===== src/rtl/cpu_pkg.sv =====
// cpu_pkg: shared widths, ALU op encodings and forwarding select for the pipelined CPU
package cpu_pkg;
  localparam int DATA_W = 32;
  localparam int REG_AW = 5;
  localparam logic [3:0] ALU_AND = 4'b0000;
  localparam logic [3:0] ALU_OR  = 4'b0001;
  localparam logic [3:0] ALU_ADD = 4'b0010;
  localparam logic [3:0] ALU_SUB = 4'b0110;
  localparam logic [3:0] ALU_SLT = 4'b0111;
  localparam logic [3:0] ALU_MUL = 4'b1110;
  typedef enum logic [1:0] {FWD_REG, FWD_EXMEM, FWD_MEMWB} fwd_sel_e;
endpackage


===== src/rtl/fwd_mux.sv =====
// fwd_mux: picks the newest value for one source register, EX/MEM over MEM/WB over the register file
module fwd_mux import cpu_pkg::*; #(
  parameter int DW = cpu_pkg::DATA_W,
  parameter int AW = cpu_pkg::REG_AW
) (
  input  logic [AW-1:0] idx,
  input  logic [DW-1:0] reg_data,
  input  logic          exmem_we,
  input  logic [AW-1:0] exmem_rd,
  input  logic [DW-1:0] exmem_data,
  input  logic          memwb_we,
  input  logic [AW-1:0] memwb_rd,
  input  logic [DW-1:0] memwb_data,
  output logic [DW-1:0] data
);
  fwd_sel_e sel;
  always_comb begin
    sel = (exmem_we && exmem_rd != '0 && exmem_rd == idx) ? FWD_EXMEM :
          (memwb_we && memwb_rd != '0 && memwb_rd == idx) ? FWD_MEMWB : FWD_REG;
    data = (sel == FWD_EXMEM) ? exmem_data : (sel == FWD_MEMWB) ? memwb_data : reg_data;
  end
endmodule


===== src/rtl/id_ex_stage.sv =====
// id_ex_stage: ID/EX pipeline register with operand forwarding and load-use detection
module id_ex_stage #(
  parameter int DATA_W = cpu_pkg::DATA_W,
  parameter int REG_AW = cpu_pkg::REG_AW
) (
  input  logic              clk_i,
  input  logic              rst_i,
  input  logic              stall_i,
  input  logic              flush_i,
  input  logic              id_valid_i,
  input  logic [DATA_W-1:0] id_rs_data_i,
  input  logic [DATA_W-1:0] id_rt_data_i,
  input  logic [DATA_W-1:0] id_imm_i,
  input  logic [REG_AW-1:0] id_rs_i,
  input  logic [REG_AW-1:0] id_rt_i,
  input  logic [REG_AW-1:0] id_rd_i,
  input  logic [3:0]        id_alu_ctrl_i,
  input  logic              id_alu_src_i,
  input  logic              id_reg_dst_i,
  input  logic              id_reg_write_i,
  input  logic              id_mem_read_i,
  input  logic              id_mem_write_i,
  input  logic              id_mem_to_reg_i,
  input  logic              exmem_reg_write_i,
  input  logic [REG_AW-1:0] exmem_rd_i,
  input  logic [DATA_W-1:0] exmem_result_i,
  input  logic              memwb_reg_write_i,
  input  logic [REG_AW-1:0] memwb_rd_i,
  input  logic [DATA_W-1:0] memwb_data_i,
  output logic [DATA_W-1:0] alu_src1_o,
  output logic [DATA_W-1:0] alu_src2_o,
  output logic [3:0]        alu_ctrl_o,
  output logic [DATA_W-1:0] ex_store_data_o,
  output logic [REG_AW-1:0] ex_dst_o,
  output logic              ex_valid_o,
  output logic              ex_reg_write_o,
  output logic              ex_mem_read_o,
  output logic              ex_mem_write_o,
  output logic              ex_mem_to_reg_o,
  output logic              load_use_o
);
  logic              alu_src;
  logic [REG_AW-1:0] rs, rt;
  logic [DATA_W-1:0] rs_data, rt_data, imm, fwd_rs, fwd_rt;
  always_ff @(posedge clk_i) begin
    if (rst_i || flush_i) begin
      ex_valid_o      <= 1'b0;
      ex_reg_write_o  <= 1'b0;
      ex_mem_read_o   <= 1'b0;
      ex_mem_write_o  <= 1'b0;
      ex_mem_to_reg_o <= 1'b0;
      alu_ctrl_o      <= cpu_pkg::ALU_AND;
      alu_src         <= 1'b0;
      rs              <= '0;
      rt              <= '0;
      ex_dst_o        <= '0;
      rs_data         <= '0;
      rt_data         <= '0;
      imm             <= '0;
    end else if (!stall_i) begin
      ex_valid_o      <= id_valid_i;
      ex_reg_write_o  <= id_reg_write_i;
      ex_mem_read_o   <= id_mem_read_i;
      ex_mem_write_o  <= id_mem_write_i;
      ex_mem_to_reg_o <= id_mem_to_reg_i;
      alu_ctrl_o      <= id_alu_ctrl_i;
      alu_src         <= id_alu_src_i;
      rs              <= id_rs_i;
      rt              <= id_rt_i;
      ex_dst_o        <= id_reg_dst_i ? id_rd_i : id_rt_i;
      rs_data         <= id_rs_data_i;
      rt_data         <= id_rt_data_i;
      imm             <= id_imm_i;
    end
  end
  fwd_mux #(.DW(DATA_W), .AW(REG_AW)) u_fwd_rs (
    .idx(rs), .reg_data(rs_data),
    .exmem_we(exmem_reg_write_i), .exmem_rd(exmem_rd_i), .exmem_data(exmem_result_i),
    .memwb_we(memwb_reg_write_i), .memwb_rd(memwb_rd_i), .memwb_data(memwb_data_i),
    .data(fwd_rs)
  );
  fwd_mux #(.DW(DATA_W), .AW(REG_AW)) u_fwd_rt (
    .idx(rt), .reg_data(rt_data),
    .exmem_we(exmem_reg_write_i), .exmem_rd(exmem_rd_i), .exmem_data(exmem_result_i),
    .memwb_we(memwb_reg_write_i), .memwb_rd(memwb_rd_i), .memwb_data(memwb_data_i),
    .data(fwd_rt)
  );
  always_comb begin
    alu_src1_o      = fwd_rs;
    ex_store_data_o = fwd_rt;
    alu_src2_o      = alu_src ? imm : fwd_rt;
    load_use_o      = ex_valid_o && ex_mem_read_o && ex_dst_o != '0 &&
                      (ex_dst_o == id_rs_i || (ex_dst_o == id_rt_i && !id_alu_src_i));
  end
endmodule

===== config.mk =====
export PLATFORM = sky130hd
export DESIGN_NAME = id_ex_stage
export DESIGN_NICKNAME = d
export VERILOG_FILES = /design/src/rtl/cpu_pkg.sv /design/src/rtl/fwd_mux.sv /design/src/rtl/id_ex_stage.sv
export SDC_FILE = /design/constraint.sdc
export NUM_CORES = 1
export LEC_CHECK = 0
export BUFFER_PORTS_ARGS = -buffer_cell sky130_fd_sc_hd__buf_2
export CAP_MARGIN = 20
export CORE_MARGIN = 5
export CORE_UTILIZATION = 39
export CTS_BUF_LIST = sky130_fd_sc_hd__clkbuf_2
export CTS_CLUSTER_DIAMETER = 150
export DETAILED_ROUTE_END_ITERATION = 7
export PLACE_DENSITY = 0.7
export SLEW_MARGIN = 0
export SYNTH_ARGS = -nofsm -noshare
export SYNTH_HDL_FRONTEND = slang
export SYNTH_HIERARCHICAL = 1
export SYNTH_SLANG_ARGS = --single-unit

===== constraint.sdc =====
create_clock -name clk_i -period 1.99 [get_ports clk_i]
set_input_delay 0.2985 -clock clk_i [delete_from_list [all_inputs] [get_ports clk_i]]
set_output_delay 0.2985 -clock clk_i [all_outputs]
set_load 0.01 [all_outputs]

## Yosys cells after proc, flatten, opt, wreduce, memory -nomap -nowiden

Cells that the tools add are included.

- Register bits: 121
- Input port bits: 202
- Logic and storage cells: 49

- Eq/ne operators: 10
- Multiplexer cells: 10
- Reduce and logical (&&, ||, !) cells: 16

Operators with widths:

| kind | number |
|---|---|
| 2-to-1 mux 32 bit | 5 |
| == test 5 bit | 6 |
| nonzero test 5 bit | 3 |
| logical AND 1 bit | 10 |
| 2-to-1 mux 2 bit | 4 |
| 2-to-1 mux 5 bit | 1 |
| == test 2 x 1 -> 1 bit (second input constant) | 2 |
| == test 2 bit (second input constant) | 2 |
| logical OR 1 bit | 2 |
| zero test 1 bit | 1 |

## Logic depth before layout (Yosys ltp)

Gate-level depths: netlist of run 1.

- Depth after elaboration: 9
- Mapped depth: 7
- Mapped depth without buffers: 5

## Modules after synthesis

The synthesis of run 1 kept the hierarchy.

By module, submodules not included:

| module | instances | cells each | area an instance (um^2) | sequential area each (um^2) |
|---|---|---|---|---|
| id_ex_stage | 1 | 456 | 4799.6 | 2422.3 |
| fwd_mux | 2 | 185 | 1157.4 | 0.0 |

## Least setup slack after synthesis of run 1

Ideal clock, no wire load.

- Kind: input -> output
- Start point: input exmem_rd_i[2]
- End point: output alu_src2_o[0]
- Arrival: 1.836 ns
- Slack: -0.144 ns
- Cell stages on the path: 7
- Path buffers: 2
- Cell sequence: or4_4 -> a21oi_4 -> or3_1 -> buf_2 -> buf_4 -> a31oi_1 -> mux2_2

- Word-level cells in the longest chain between the ends: 8
- Elaborated cells on any way between the ends: 10
- Classes of those cells: 3 x eq/ne; 4 x mux; 3 x reduce/logical

RTL lines:

| item | line | RTL |
|---|---|---|
| from (decl) | id_ex_stage.sv:25 | `input logic [REG_AW-1:0] exmem_rd_i,` |
| nonzero test 5 bit | fwd_mux.sv:18 | `sel = (exmem_we && exmem_rd != '0 && exmem_rd == idx) ? FWD_EXMEM :` |
| logical AND 1 bit | fwd_mux.sv:18 |  |
| logical AND 1 bit * | fwd_mux.sv:18 |  |
| 2-to-1 mux 2 bit * | fwd_mux.sv:18 |  |
| == test 2 bit | fwd_mux.sv:20 | `data = (sel == FWD_EXMEM) ? exmem_data : (sel == FWD_MEMWB) ? memwb_data : reg_data;` |
| 2-to-1 mux 32 bit | fwd_mux.sv:20 |  |
| 2-to-1 mux 32 bit * | fwd_mux.sv:20 |  |
| via ex_store_data_o[0] | id_ex_stage.sv:33 | `output logic [DATA_W-1:0] ex_store_data_o,` |
| 2-to-1 mux 32 bit * | id_ex_stage.sv:91 | `alu_src2_o = alu_src ? imm : fwd_rt;` |
| to (decl) | id_ex_stage.sv:31 | `output logic [DATA_W-1:0] alu_src2_o,` |

The timed path passes the listed nets; every way through them passes the cells marked *.

## Final worst setup path of run 1

- Start point: register rt[0]
- End point: output alu_src2_o[23]

- Word-level cells in the longest chain between the ends: 8
- Elaborated cells on any way between the ends: 11
- Classes of those cells: 4 x eq/ne; 5 x mux; 2 x reduce/logical

RTL lines:

| item | line | RTL |
|---|---|---|
| from (decl) | id_ex_stage.sv:43 | `logic [REG_AW-1:0] rs, rt;` |
| from (signal assigned) | id_ex_stage.sv:69 | `rt <= id_rt_i;` |
| == test 5 bit | fwd_mux.sv:19 | `(memwb_we && memwb_rd != '0 && memwb_rd == idx) ? FWD_MEMWB : FWD_REG;` |
| logical AND 1 bit | fwd_mux.sv:19 |  |
| 2-to-1 mux 2 bit | fwd_mux.sv:19 |  |
| 2-to-1 mux 2 bit * | fwd_mux.sv:18 |  |
| == test 2 bit | fwd_mux.sv:20 |  |
| 2-to-1 mux 32 bit | fwd_mux.sv:20 |  |
| 2-to-1 mux 32 bit * | fwd_mux.sv:20 |  |
| 2-to-1 mux 32 bit * | id_ex_stage.sv:91 |  |

Mark *: on every way between the ends. The rest lies on a longest branch, timed or not.

==> results of run 1 <==
worst paths after layout:
path	start	to	slack, ns	depth (start not counted)
setup / recovery	rt[0]	alu_src2_o[23]	-1.19	9
setup reg to reg	imm[22]	imm[22]	0.61	3
hold / removal	stall_i	ex_mem_to_reg_o	0.1	3
hold reg to reg	imm[10]	imm[10]	0.52	2
cell families (layout without fill, tap and decap cells):
family | after synthesis | count (layout)
DFF | 121 | 121
other | 0 | 3
muxes | 153 | 153
buffers and inverters | 99 | 633
xor gates and xnor gates | 26 | 26
AOI/OAI and AO/OA | 141 | 141
and+or+nand+nor | 286 | 286
area by class of cell:
| type | instances | area [sq um] | share of cell area |
|---|---|---|---|
| sequential | 121 | 2470 | 0.171 |
| multi-input combinational | 606 | 6310 | 0.436 |
| timing repair buffer | 603 | 5180 | 0.358 |
| antenna | 3 | 7.51 | 0.000519 |
| clock inverter | 12 | 110 | 0.00762 |
| tap | 229 | 287 | 0.0198 |
| clock buffer | 18 | 90.1 | 0.00623 |
repair_timing:
| item | 4_1_cts | 5_1_grt |
|---|---|---|
| setup endpoints to repair | 97 | 97 |
| pin swaps | 81 | 61 |
| endpoints found under the hold margin | 121 | 0 |
| setup buffers | 34 | 12 |
| hold buffers | 138 | 0 |
| cloned | 11 | 7 |
| resized for setup | 289 | 144 |
layout by cell type (no fill, tap or decap), types with 4 or more instances in the layout:
cell	n
nand4_1	65
nor4_1	23
dlygate4sd3_1	138
a31oi_2	9
xor2_1	4
a31oi_4	46
xnor2_2	12
a21oi_1	5
buf_16	6
dfxtp_4	13
clkbuf_16	5
clkbuf_2	18
nor2_1	126
buf_2	262
mux2_4	15
buf_12	33
xnor2_1	4
nor4_4	4
mux2i_1	121
xnor2_4	6
clkinv_1	4
o31ai_4	41
clkinv_2	4
o31ai_2	16
mux2_2	17
nand2_1	5
buf_6	85
o31ai_1	7
nor4_2	39
dfxtp_1	105
buf_4	71
a31oi_1	9
flip-flops by register name, indices dropped and copies added, names as in the netlist:
name             count
imm                 32
rs_data             32
rt_data             32
ex_dst_o             5
rs                   5
rt                   5
alu_ctrl_o           4
alu_src              1
ex_mem_read_o        1
ex_mem_to_reg_o      1
ex_mem_write_o       1
ex_reg_write_o       1
ex_valid_o           1
critical path, stage by stage, from the launching register on:
cell and delay, ns:
dfxtp_2 0.39, buf_4 0.15, xnor2_1 0.18, nand2_1 0.16, or3_4 0.39, buf_4 0.16
buf_12 0.15, a31oi_4 0.21, mux2_2 0.24, buf_2 0.17
stage by stage:
stage	utilization	instances	worst slack, ns	total power, mW
2_1_floorplan	-	826	-0.144	3.32
3_3_place_gp	0.534	1367	-0.536	4.08
3_5_place_dp	0.534	1367	-0.541	4.09
4_1_cts	0.746	1578	-1.03	6.28
5_1_grt	0.805	1592	-1.30	6.83
6_report	0.805	1592	-1.19	6.65
routing by layer:
layer,track usage,up-vias,part of all wire
li1,-,4219,-
met1,0.400,4721,0.36
met2,0.594,855,0.48
met3,0.101,248,0.095
met4,0.162,2,0.063
met5,0,-,0.00030
power groups by stage:
stage	logic [mW]	registers, mW	clock network, mW
CTS	2.14	2.56	1.58
global placement	1.47	2.61	0
finish	2.49	2.58	1.58
detailed placement	1.49	2.61	0
global route	2.56	2.58	1.69
floorplan	0.724	2.60	0
==> impl_results.md, run 1 <==
* Final Cycle Share at 1.60
* Net switching power figure at approximately 2.4 mW
* Worst slew margin at 0.617
* Largest family of logic cells by synthesized area: multiplexers
* Outcome: finished with violations
* Avg WL per Cell at 27.7 um
* Via count at roughly 10000
* Worst EP arrival at ~2.9 ns
* Vias in the first global route at 10100
* Num CTS Buffers at 17
* Mapped Cells at between 800 and 900
* GRT Residual Overflow at 0
* Clock-pin slew on the worst setup and hold paths at 0.17 ns
* Adder-cell share of the synthesized area at 0
* Worst-skew pair later-pin latency at 0.68 ns
* I/O pin count at 313
* Nets at ~1600
* Leak at a little under 6 nW
* Die Y at 145 um
* IO Port Bufs at 312
* Internal power at approximately 4.2 mW
* Worst Tran Pin Value at 0.574 ns
* Die area at 0.0210 sq mm
* GPL Wtd Cong at 0.986
* Commonest cells post-synth: nor2_1 (128), dfxtp_1 (121), mux2i_1 (121)
* Combinational share of power at 0.375
* Sequential element share of the synthesized area at 0.340
* Avg Cell Area, Syn at between 8 and 9 sq um
* Largest net degree at the start of global routing at 42
* Finished layout cell area at between 0.01 and 0.015 sq mm
* Clock Sink Count at 121
* RSZ-0062 raised after global routing: yes
* Placed Area at 0.00959 sq mm
* Starting DRT DRC Count at between 900 and 1000
* Final Max Tran Viols at 0
* Critical Path Source Type: flip-flop
* Starting density of the core at 0.396
* Via density at 6.31
* Ys Warns at 6
* Clock Tree Buf Depth at 2
* Share of cells above drive strength 1 at 0.543
* Post-synth net total at 1028
* Async S/R FF share, synth at 0
* Core area at 0.0180 sq mm
* WL final at approximately 44 mm
* Synth top area share at 0.340
* Minimum clock period at between 3 and 4 ns
* Ys flop type: dfxtp_1
* Sequential power share at 0.388
* P per Cell Area at 460 mW/mm^2
* Routed Antenna Nets at 0
* Final worst slack at -1.19 ns
* Number of H-tree levels at 4
* Count leader, synth: nor2_1
* Worst Hold Class: input port to flip-flop
* Post-synthesis mux area share at 0.221
* Critical path fanouts, max at 8
* Synth Cell Area at 0.00711 sq mm
* Layout Area Growth over Synthesis at 103%
* Drt first pass iters at 5
* Sw Share at 0.363
* Synth area leaders: dfxtp_1 (34%), mux2i_1 (17%), nor2_1 (6.8%), o31ai_1 (6.8%), nor4_1 (5.8%)
* Final hold vios at 0
* Fin Hold WS at 0.0967 ns
* Worst Setup End Kind: output port
* Worst clock skew at 0 ns
* Maximum vdd drop at 348 uV
* Setup violators final at 97
* XOR/XNOR share of the synthesized area at 0.0320
* Compound-gate portion of the synthesized area at 0.137
* Synth area leader: dfxtp_1
* Achievable Freq at approximately 310 MHz
* Core Rows at 49
* Total GRT Usage at 0.348
* Global-route wire length before repair at 58.5 mm
* Crit Path Category: flip-flop to output port
* Clk pwr share at 0.237
* Post-Synth Simple-Gate Area at 0.205
* Clock Tree Root: clkbuf_2
* Initial antenna violation count at 4
* # DRC at 0
* Setup TNS at -90.20 ns
* Worst path required time at 1.69 ns
* CTS tree: built
* Violated checks: negative setup slack
* Distinct cells, synth at 29
* Post-DP HPWL at 22.8 mm
* Max-cap violations at 0
* Post-synth EDFFs at 0
* FILL cells at just under 1000
* FF+latch count, synth at 121
* Die X at 145 um
Power figures use the tool's default switching activity.
==> run 2, diff against run 1 <==
Settings changed: ABC_AREA from default to 1, PLACE_DENSITY 0.7 to 0.68.
==> impl_results.md, run 2 <==
* Outcome: finished with violations
* Violated checks: negative setup slack
* WHS Path Cells at 3
* Die X at 153 um
* Final hold vios at 0
* Core area at 0.0202 sq mm
* Clock Tree Root: clkbuf_2
* Achievable Freq at 341 MHz
* Hold endpoint: rt[2]
* Clock Sink Count at 121
* Commonest non-fill, non-tap cell in the layout: nand2_1
* Layout Area Growth over Synthesis at 83.4%
* Worst R2R Start: ex_valid_o
* Synth area leader: dfxtp_1
* Core Rows at 52
* Minimum clock period at 2.93 ns
* Count leader, synth: nand2_1
* I/O pin count at between 300 and 400
* Setup violators final at 97
* Starting DRT DRC Count at 950
* Max-cap violations at 0
* Worst clock skew at 0 ns
* Post-synth net total at 1383
* Global-route wire length before repair at around 58 mm
* Final Cycle Share at 1.47
* Ys Warns at 6
* Fin Hold WS at about 0.063 ns
* Mapped Cells at 1181
* Clock-pin slew on the worst setup and hold paths at ~0.18 ns
* Synth Cell Area at 0.00798 sq mm
* Avg Cell Area, Syn at around 6.8 sq um
* Largest net degree at the start of global routing at 73
* Ys flop type: dfxtp_1
* Post-DP HPWL at 23.7 mm
* P per Cell Area at roughly 450 mW/mm^2
* Post-synth EDFFs at 0
* Maximum vdd drop at ~420 uV
* WL final at 42.1 mm
* Routed Antenna Nets at 0
* Setup TNS at -70.51 ns
* Total GRT Usage at 0.312
* Drt first pass iters at 7
* Worst Tran Pin Value at 0.513 ns
* Hold_sp: flush_i
* Initial antenna violation count at 3
* Distinct cells, synth at 31
* Final worst slack at -0.943 ns
* Share of cells above drive strength 1 at 0.505
* Worst path required time at 1.69 ns
* Clock Tree Buf Depth at 2
* Worst slew margin at 0.658
* DP Worst Slack at -0.130 ns
* FF-to-FF setup slack at 0.69 ns
* FF+latch count, synth at 121
* Worst-skew pair later-pin latency at 0.75 ns
* GRT Residual Overflow at 0
* Worst Setup End Kind: output port
* Design Power at approximately 6.6 mW
* Avg WL per Cell at 21.2 um
* Critical path fanouts, max at 7
* GPL Wtd Cong at 0.959
* Top flop regs: imm: 32 flops, rs_data: 32 flops, rt_data: 32 flops
* Worst EP arrival at roughly 2.6 ns
* Async S/R FF share, synth at 0
* Num CTS Buffers at 17
* Critical Path Source Type: flip-flop
* CTS tree: built
* Cell total after placement at 1737
* Starting density of the core at 0.396
* Worst r2r dst: ex_valid_o
* # DRC at 0
* RSZ-0062 raised after global routing: yes
* Synth area leaders: dfxtp_1 (30%), nand2_1 (19%), a21oi_2 (10%), nand3_1 (7.1%), inv_1 (6.8%)
* Via count at 10900
* Via density at 5.48
* Reg2Reg Depth at 3
* Most frequent cells in the layout: nand2_1 (284), buf_2 (224), dlygate4sd3_1 (160)
* Die area at 0.0234 sq mm
* Synth top area share at 0.303
* Final Max Tran Viols at 0
* IO Port Bufs at roughly 310
* Crit Path Category: flip-flop to output port
* Sequential element share of the synthesized area at 0.303
* Worst Hold Class: input port to flip-flop
* Nets at 1901
* Leak at a little under 7 nW
* Commonest cells post-synth: nand2_1 (403), inv_1 (144), dfxtp_1 (121)
* Final std cells w/o fill at a little under 2000
* Number of H-tree levels at 4
* Die Y at 153 um
* Vias in the first global route at roughly 11000
## run 2: cell types whose count changed in the layout (fill, tap and decap cells not counted), sizes merged, moves of 39 or more
cell and change:
buf -39, a31oi -64, nand3 +111, nand2 +399
inv +151, nor4 -66, nor2 -98, a21oi +104
o31ai -64, mux2i -121
## run 2: worst max path at each step
stage | from | end | slack, ns
floorplan | rt[0] | alu_src2_o[0] | 0.19
global placement | memwb_rd_i[4] | alu_src2_o[0] | -0.10
detailed placement | exmem_rd_i[3] | alu_src2_o[17] | -0.13
CTS | rt[1] | alu_src2_o[7] | -0.88
global route | rt[2] | alu_src2_o[27] | -1.06
finish | rt[2] | alu_src2_o[15] | -0.94
## run 2: metal layers
| metal | global-route usage | part of all wire | vias to the layer above |
|---|---|---|---|
| li1 | - | - | 4841 |
| met1 | 0.349 | 0.36 | 5076 |
| met2 | 0.550 | 0.48 | 750 |
| met3 | 0.0806 | 0.096 | 203 |
| met4 | 0.153 | 0.064 | 2 |
| met5 | 0 | 0.00029 | - |
## run 2: metrics by stage
step                area (sq um)  utilization
floorplan                   7980            -
global placement           10000        0.498
detailed placement         10000        0.498
CTS                        13400        0.663
global route               14600        0.726
finish                     14600        0.726
## run 2: area by class of cell
type                            instances  area (sq um)
Inverter                              151           573
Tap cell                              270           338
Timing Repair Buffer                  588          5410
Clock buffer                           18          90.1
Multi-Input combinational cell        820          5580
Antenna cell                            1          2.50
Sequential cell                       121          2460
Clock inverter                         14           195
Fill cell                            1413          5520
## run 2: critical path, stage by stage (launching register included)
cell and delay [ns]:
dfxtp_2 0.39, inv_2 0.06, nand2_2 0.05, nand2_2 0.04, inv_2 0.04, nand2_2 0.05, nor2_4 0.18, buf_12 0.18
buf_8 0.12, nand4_1 0.14, nand3_2 0.13, nand2_2 0.11, mux2_4 0.30, buf_6 0.12
## run 2: cell families (layout without fill, tap and decap cells)
kind of cell,after synthesis,in the layout,synth area share
flops,121,121,0.303
xor+xnor,7,7,0.00768
other cells,0,1,0
mux,32,32,0.0451
simple gates,641,641,0.355
compound gates,140,140,0.140
buf+inv,240,771,0.149
## run 2: power breakdown
part | internal, mW | switching (mW)
sequential | 2.51 | 0.0637
clock | 0.843 | 1.12
combinational | 1.03 | 1.08
## run 2: repair_timing
item	in CTS	in global routing
buffers inserted	20	19
hold buffers	160	0
endpoints found under the setup margin	97	97
resized for setup	257	264
gates cloned	10	9
hold endpoints to repair	121	0
pin swaps	68	101
==> run 3, diff against run 2 <==
Settings changed: CORE_MARGIN 5 to 2, GPL_TIMING_DRIVEN from default to 0.
==> impl_results.md, run 3 (same netlist as run 2, synthesis figures left out) <==
* Fin Hold WS at 0.0883 ns
* Outcome: finished with violations
* Top flop regs: imm: 32 flops, rs_data: 32 flops, rt_data: 32 flops
* Final hold vios at 0
* Critical Path Source Type: flip-flop
* CTS tree: built
* Placed Area at 0.00987 sq mm
* Setup violators final at 97
* Routed Antenna Nets at 0
* Final Max Tran Viols at 0
* Most used cell, CP: nand2_2
* Clock Tree Buf Depth at 2
* Cell total after placement at around 1800
* Clock-pin slew on the worst setup and hold paths at 0.20 ns
* Design Power at 6.21 mW
* Worst clock skew at 0 ns
* Final worst slack at -0.943 ns
* Core Rows at 52
* Worst Setup End Kind: output port
* Initial antenna violation count at 5
* Most Used Layer, Global Route: met2
* Worst Hold Class: input port to flip-flop
* Worst path required time at 1.69 ns
* RSZ-0062 raised after global routing: yes
* Vias in the first global route at 10100
* Via count at 10100
* Layout Area Growth over Synthesis at 67.9%
* Met2 Track Usage GR at 0.562
* Die X at 147 um
* Nets at 1877
* Leak at 6.43 nW
* GRT Residual Overflow at 0
* Starting DRT DRC Count at 624
* Violated checks: negative setup slack
* Largest net degree at the start of global routing at 17
* Post-DP HPWL at about 25 mm
* Final Cycle Share at 1.47
* Worst EP arrival at 2.63 ns
* Worst-skew pair later-pin latency at 0.71 ns
* DP Worst Slack at -0.658 ns
* Maximum vdd drop at 364 uV
* Final core occ at 0.665
* Met1 GRT Util at 0.365
* WL final at between 30 and 40 mm
* Clock Sink Count at 121
* Core area at 0.0202 sq mm
* Starting density of the core at 0.396
* Share of cells above drive strength 1 at 0.482
* Via density at 5.16
* Commonest non-fill, non-tap cell in the layout: nand2_1
* Most frequent cells in the layout: nand2_1 (296), buf_2 (252), dlygate4sd3_1 (126)
* Total GRT Usage at 0.313
* Drt first pass iters at 6
* FILL cells at 1676
* IO Port Bufs at 310
* Worst slew margin at 0.576
* CP max-delay cell: dfxtp_4
* WHS Path Cells at 5
* Largest stage delay on the critical path at 0.41 ns
* Number of H-tree levels at 4
* GRT met3 Usage at 0.0686
* Die Y at between 100 and 150 um
* Clock Tree Root: clkbuf_2
* Minimum clock period at ~2.9 ns
* Crit Path Category: flip-flop to output port
* Critical path fanouts, max at 5
* Worst Tran Pin Value at 0.635 ns
* FF-to-FF setup slack at about 0.63 ns
* Finished layout cell area at 0.0134 sq mm
* # DRC at 0
* Reg2Reg Depth at 4
* P per Cell Area at 463 mW/mm^2
* Achievable Freq at around 340 MHz
* Die area at 0.0216 sq mm
* Setup TNS at -67.31 ns
* GPL Wtd Cong at 0.909
* Worst-path cell chain: inv_1, nand2_1, nand2_2, nand2_2, nor2_4, buf_12, nand3_4, buf_6, nand2_2, nand3_2, nand2_2, inv_2, mux2_4, buf_6
* Avg WL per Cell at roughly 19 um
* Final std cells w/o fill at 1965
* Max-cap violations at 0
* Global-route wire length before repair at 52.8 mm
* I/O pin count at 313
* Num CTS Buffers at 17
==> run 3: changes by cell type in the layout (fill, tap and decap cells not counted), moves of 9 or more <==
cell / change
buf_2: +28
clkbuf_1: +19
buf_12: -15
buf_16: -9
nand2_1: +12
mux2_2: +20
dlygate4sd3_1: -34
nand3_4: -10
nand3_1: +18
nand2_4: -9
mux2_4: -20
==> run 3: path summary, 6_finish.rpt <==
path	from	endpoint
worst min-delay path	rst_i	rt[4]
worst min register to register	imm[31]	imm[31]
worst max register to register	alu_src	alu_src
worst max-delay path	rt[3]	alu_src2_o[6]
==> run 3: final cells by class <==
cell class	instances	area (sq um)	area share
buffer	88	766	0.0571
tap	270	338	0.0252
multi-input combinational	820	5270	0.393
clock buffer	17	85.1	0.00635
inverter	151	576	0.0429
sequential	121	2460	0.184
antenna	7	17.5	0.00131
timing repair buffer	476	3730	0.278
clock inverter	15	173	0.0129
==> run 3: where the power goes <==
part	leakage (nW)	switching, mW	internal, mW
Combinational	5.28	0.987	0.893
Sequential	0.995	0.0609	2.50
Clock	0.154	1.06	0.705
==> run 3: worst max-delay path: cells and delay by family (launching register included) <==
family,cells,cell delay [ns]
AND/OR/NAND/NOR,8,0.68
buffers and inverters,5,0.59
flip-flops,1,0.41
multiplexers,1,0.27
==> run 3: routing by layer <==
metal | wire (um) | vias to the layer above
met5 | 18 | -
met4 | 1120 | 4
met3 | 2750 | 77
met2 | 18300 | 525
met1 | 14200 | 4732
li1 | - | 4805
==> run 3: repair_timing <==
action / in CTS / in global routing
gates resized for setup: 257 / 194
pin swaps: 38 / 46
hold buffers: 126 / 0
cloned: 6 / 0
buffers inserted: 14 / 21
setup endpoints to repair: 97 / 97
hold endpoints to repair: 121 / 0
